### src/rtl/regfile.sv
// -----------------------------------------------------------------------------
// regfile: 2**ADDR_W x DATA_W register file, two combinational read ports and
// one synchronous write port. Register x0 is hardwired to zero. A write that is
// in flight this cycle is forwarded to any enabled read port whose address
// matches.
//
// Ports
//   clk       : single clock; writes on the rising edge
//   rst       : asynchronous reset, active low; clears every register
//   op1_addr  : read port 1 address
//   rd1_en    : read port 1 enable (op1 = 0 when low)
//   op1       : read port 1 data (combinational)
//   op2_addr  : read port 2 address
//   rd2_en    : read port 2 enable (op2 = 0 when low)
//   op2       : read port 2 data (combinational)
//   wr_addr   : write address
//   wr_data   : write data
//   wr_en     : write enable
// -----------------------------------------------------------------------------
module regfile #(
   parameter int unsigned DATA_W = 32,
   parameter int unsigned ADDR_W = 5
) (
   input  logic              clk,
   input  logic              rst,
   input  logic [ADDR_W-1:0] op1_addr,
   input  logic              rd1_en,
   output logic [DATA_W-1:0] op1,
   input  logic [ADDR_W-1:0] op2_addr,
   input  logic              rd2_en,
   output logic [DATA_W-1:0] op2,
   input  logic [ADDR_W-1:0] wr_addr,
   input  logic [DATA_W-1:0] wr_data,
   input  logic              wr_en
);

   localparam int unsigned NUM_REGS = 2 ** ADDR_W;

   logic [DATA_W-1:0] regs_q [NUM_REGS];
   logic [DATA_W-1:0] regs_d [NUM_REGS];

   // Qualified write: reset blocks writes and forwarding; x0 never accepts one.
   logic wr_valid;
   assign wr_valid = rst && wr_en && (wr_addr != ADDR_W'(0));

   // Next-state for the storage array.
   always_comb begin
      for (int i = 0; i < int'(NUM_REGS); i++) begin
         regs_d[i] = regs_q[i];
      end
      if (wr_valid) begin
         regs_d[wr_addr] = wr_data;
      end
      // x0 stays zero whatever happens above.
      regs_d[0] = '0;
   end

   // Storage array with asynchronous clear.
   always_ff @(posedge clk or negedge rst) begin
      if (!rst) begin
         for (int i = 0; i < int'(NUM_REGS); i++) begin
            regs_q[i] <= '0;
         end
      end else begin
         for (int i = 0; i < int'(NUM_REGS); i++) begin
            regs_q[i] <= regs_d[i];
         end
      end
   end

   // Read port 1: forwarded write data wins over stored contents.
   always_comb begin
      op1 = '0;
      if (rst && rd1_en && (op1_addr != ADDR_W'(0))) begin
         if (wr_valid && (wr_addr == op1_addr)) begin
            op1 = wr_data;
         end else begin
            op1 = regs_q[op1_addr];
         end
      end
   end

   // Read port 2: same forwarding rule, evaluated independently.
   always_comb begin
      op2 = '0;
      if (rst && rd2_en && (op2_addr != ADDR_W'(0))) begin
         if (wr_valid && (wr_addr == op2_addr)) begin
            op2 = wr_data;
         end else begin
            op2 = regs_q[op2_addr];
         end
      end
   end

endmodule

### config.mk
export PLATFORM = sky130hd
export DESIGN_NAME = regfile
export DESIGN_NICKNAME = d
export VERILOG_FILES = /design/src/rtl/regfile.sv
export SDC_FILE = /design/constraint.sdc
export NUM_CORES = 2
export LEC_CHECK = 0
export CAP_MARGIN = 5
export CORE_MARGIN = 1.5
export CORE_UTILIZATION = 50
export CTS_CLUSTER_DIAMETER = 80
export DETAILED_ROUTE_END_ITERATION = 8
export GPL_TIMING_DRIVEN = 0
export PLACE_DENSITY_LB_ADDON = 0.3
export SYNTH_ARGS = -nofsm -noshare
export SYNTH_HDL_FRONTEND = slang
export SYNTH_SLANG_ARGS = --single-unit
### constraint.sdc
create_clock -name clk -period 2.9 [get_ports clk]
set_input_delay 0.29 -clock clk [delete_from_list [all_inputs] [get_ports clk]]
set_output_delay 0.29 -clock clk [all_outputs]
set_load 0.03 [all_outputs]
==> results by group <==
Pwr
  – Leak Pwr: roughly 28 nW
  – P per Cell Area: 623 mW/mm^2
  – VDD IR-drop max: 0.000497 V

Cells and area
  – Fraction of layout cells with a size suffix above 1: 55.0%
  – Max FFs per register: 992
  – # nets final: 4078
  – Largest regs: regs_q (992)
  – Largest register by flop count: regs_q
  – Area grow syn2layout: 18.5%
  – Non-Filler Instances: between 5k and 6k
  – Final Instance Area: 0.0637 sq mm
  – Core Util, Final: 59.6%

Worst setup path
  – CP max stage delay: 0.75 ns
  – Worst-path fanout max: 10
  – Register-to-Register Path Depth: 2
  – Top cell by count, worst path: buf_6
  – R2R setup slack: 1.99 ns
  – Crit end category: output pin
  – R2R Path End: regs_q[271]
  – Slowest cell on the critical path: o211ai_1
  – Setup crit end: op2[30]
  – CP Data Required Time: 2.61 ns
  – Crit path launch: op2_addr[1]
  – Worst r2r src: regs_q[271]
  – Critical path class: in -> out
  – Crit path cell chain: buf_6 > clkbuf_4 > clkbuf_8 > buf_6 > a22oi_1 > o211ai_1 > a32o_2 > buf_6
  – Crit path DAT: 2.76 ns
  – CP Launch Type: primary input

Timing
  – Fmax: 328 MHz
  – Final setup fails: 31
  – Worst Skew: 0 ns
  – Fin crit share: 105%
  – TNS Setup: -1.88 ns
  – Slew Limit Fails: 33
  – RSZ-0062 raised after global routing: true
  – Endpoints failing hold: 0
  – WHS: 0.200 ns
  – Worst slew pin tran: around 1.5 ns
  – Minimum clock period: 3.05 ns
  – Final Worst Setup Slack: -0.152 ns
  – Rel. slew slack: -2.16%

Floorplanning
  – Die X: 331 um
  – Top-Level Pins: 116
  – Area of the core: 0.107 sq mm
  – # rows: 120
  – Initial Utilization: roughly half
  – Die ar.: 0.109 sq mm
  – Die H: 331 um

Outcome
  – Failing checks: max-capacitance violations, max-slew violations, negative setup slack
  – Outcome: finished with violations

Routing
  – Drt pass-1 iters: 9
  – Routed wire length: 251000 um
  – DRC viols: 0
  – Initial drt markers: 7135
  – Avg Vias per Cell: 7.67
  – Final ANT Viol Nets: 0
  – DR WL/cell: around 45 um
  – Vias: 42.4k

Synthesis
  – Synth top area cells: dfrtp_1 (46%), mux2_2 (23%), mux4_2 (17%)
  – Syn_area_per_cell: around 14 sq um
  – Leading area contributor after synthesis: dfrtp_1
  – Ys async rst share: between 90% and 100%
  – Mapped Cells: 3738
  – Synthesis Warnings: 0
  – Synth top area share: 46.2%
  – Post-synth top flop: dfrtp_1
  – Synthesized area: approximately 0.054 sq mm
  – Synth unique cells: 55
  – Register area share after synthesis: 46.2%
  – Syn nets: around 3.8k
  – Number of synthesized register bits: 992
  – Post-synth EDFFs: 0

Clocking
  – Clock transition at the registers of the reported paths: 0.06 ns
  – H-tree lvl count: 3
  – Cts bufs inserted: 108
  – CTS tree: built
  – Clk_lat worst skew: 0.73 ns
  – Clock Path Buffers: 3
  – Clock root cell: clkbuf_16
  – CTS sink cnt: between 900 and 1k

Job
  – Max_cap viols: 3

Placement
  – Dpl cell area: 0.0569 sq mm
  – Half-perimeter wire length after placement: 162000 um
  – Placed cells: 5261
  – Final GP Congestion: 1.07
  – Port-buffer cells: 105

GRT
  – GRT Overall Usage: 45.9%
  – GR Layer Usage met3: 25.7%
  – Gr busiest metal: met2
  – Vias in the first global route: 40.7k
  – Largest net degree at the start of global routing: between 150 and 200
  – Met2 GRT Util: 60.3%
  – First-pass GRT wire length: around 340000 um
  – Initial antenna violation count: 22
  – Grt ovf: 0
  – GR Util met1: 55.0%

Min path
  – Worst Hold Class: in -> reg
-- timing repair --
item	CTS	global route
buffers inserted	38	14
hold endpoints to repair	229	0
gates resized for setup	943	117
gates cloned	4	0
pin swaps	42	35
hold buffers	9	0
setup endpoints to repair	689	66
-- logic make-up (layout without fill, tap and decap cells) --
family                    Yosys count  count (layout)  synth area share, %
DFF                               992             992                 46.2
and+or+nand+nor                   240             240                 2.15
other                               0              17                    0
muxes                            1581            1581                 41.4
buffers and inverters             421             799                 3.50
xor gates and xnor gates           10              10                0.163
AOI/OAI and AO/OA                 494             494                 6.60
-- metrics by stage --
stage / power (W) / worst slack [ns]
after CTS: 0.0390 / -0.115
after global routing: 0.0404 / -0.151
after detailed placement: 0.0242 / -2.77
after global placement: 0.0237 / -54.79
final: 0.0397 / -0.152
after floorplan: 0.0215 / 0.227
-- how the worst min path moves through the flow --
stage,startpoint,end,slack [ns],depth (start not counted)
after detailed placement,rst,regs_q[642],0.28,1
after floorplan,rst,regs_q[0],-0.006,0
final,wr_addr[0],regs_q[896],0.20,3
after CTS,wr_addr[0],regs_q[927],0.20,3
after global placement,regs_q[775],regs_q[775],0.48,1
after global routing,wr_addr[0],regs_q[896],0.24,3
-- area by class of cell --
cell class / count / area, sq um
Clock inverter: 36 / 422
Sequential cell: 992 / 24800
Antenna cell: 17 / 42.5
Multi-Input combinational cell: 2325 / 27900
Fill cell: 8308 / 43200
Timing Repair Buffer: 186 / 2030
Clock buffer: 164 / 3270
Inverter: 11 / 45.0
Tap cell: 1403 / 1760
Buffer: 402 / 3400
-- worst max-delay path, delay by kind of cell --
family	cells	cell delay, ns
AOI/OAI and AO/OA	3	1.27
buffers and inverters	5	1.16
-- Yosys cell counts (all sizes together) (8+ instances only) --
library cell,count
mux4,404
clkbuf,215
o221ai,18
inv,11
o21ai,42
or3,8
dfrtp,992
o221a,16
a22o,8
a211oi,27
mux2,1104
o22ai,84
mux2i,73
a21oi,68
nand2,66
buf,195
a221oi,27
a22oi,97
a31oi,13
o211ai,31
a32o,22
nor2b,45
a311oi,15
nand2b,11
nor2,76
-- metal layers --
layer / vias up / part of all wire (%)
met5: - / 0.090
met4: 20 / 9.7
met3: 1286 / 17
met2: 4086 / 40
met1: 21907 / 34
li1: 15137 / -
-- placed cells by master, fill, tap and decap left out, types with 19 or more instances in the layout --
master and instances:
dfrtp_1 992, buf_2 100, nor2_1 74, buf_6 54, o22ai_1 81, nand2_1 62, clkbuf_8 69, clkbuf_2 19
clkinv_2 20, o21ai_0 33, mux4_2 404, clkbuf_4 35, mux2i_1 70, a22oi_1 82, buf_12 41, clkdlybuf4s50_1 33
buf_8 29, a21oi_1 52, nor2b_1 40, mux2_2 1102, clkbuf_16 114, buf_4 62, o211ai_1 31, clkbuf_1 141
-- report_power, final --
group	internal [W]	leakage, nW	switching [W]
Sequential	0.0157	13.2	0.00141
Combinational	0.00399	13.0	0.00398
Clock	0.00845	1.82	0.00620
Note: power is estimated with default switching activity, not from simulation.
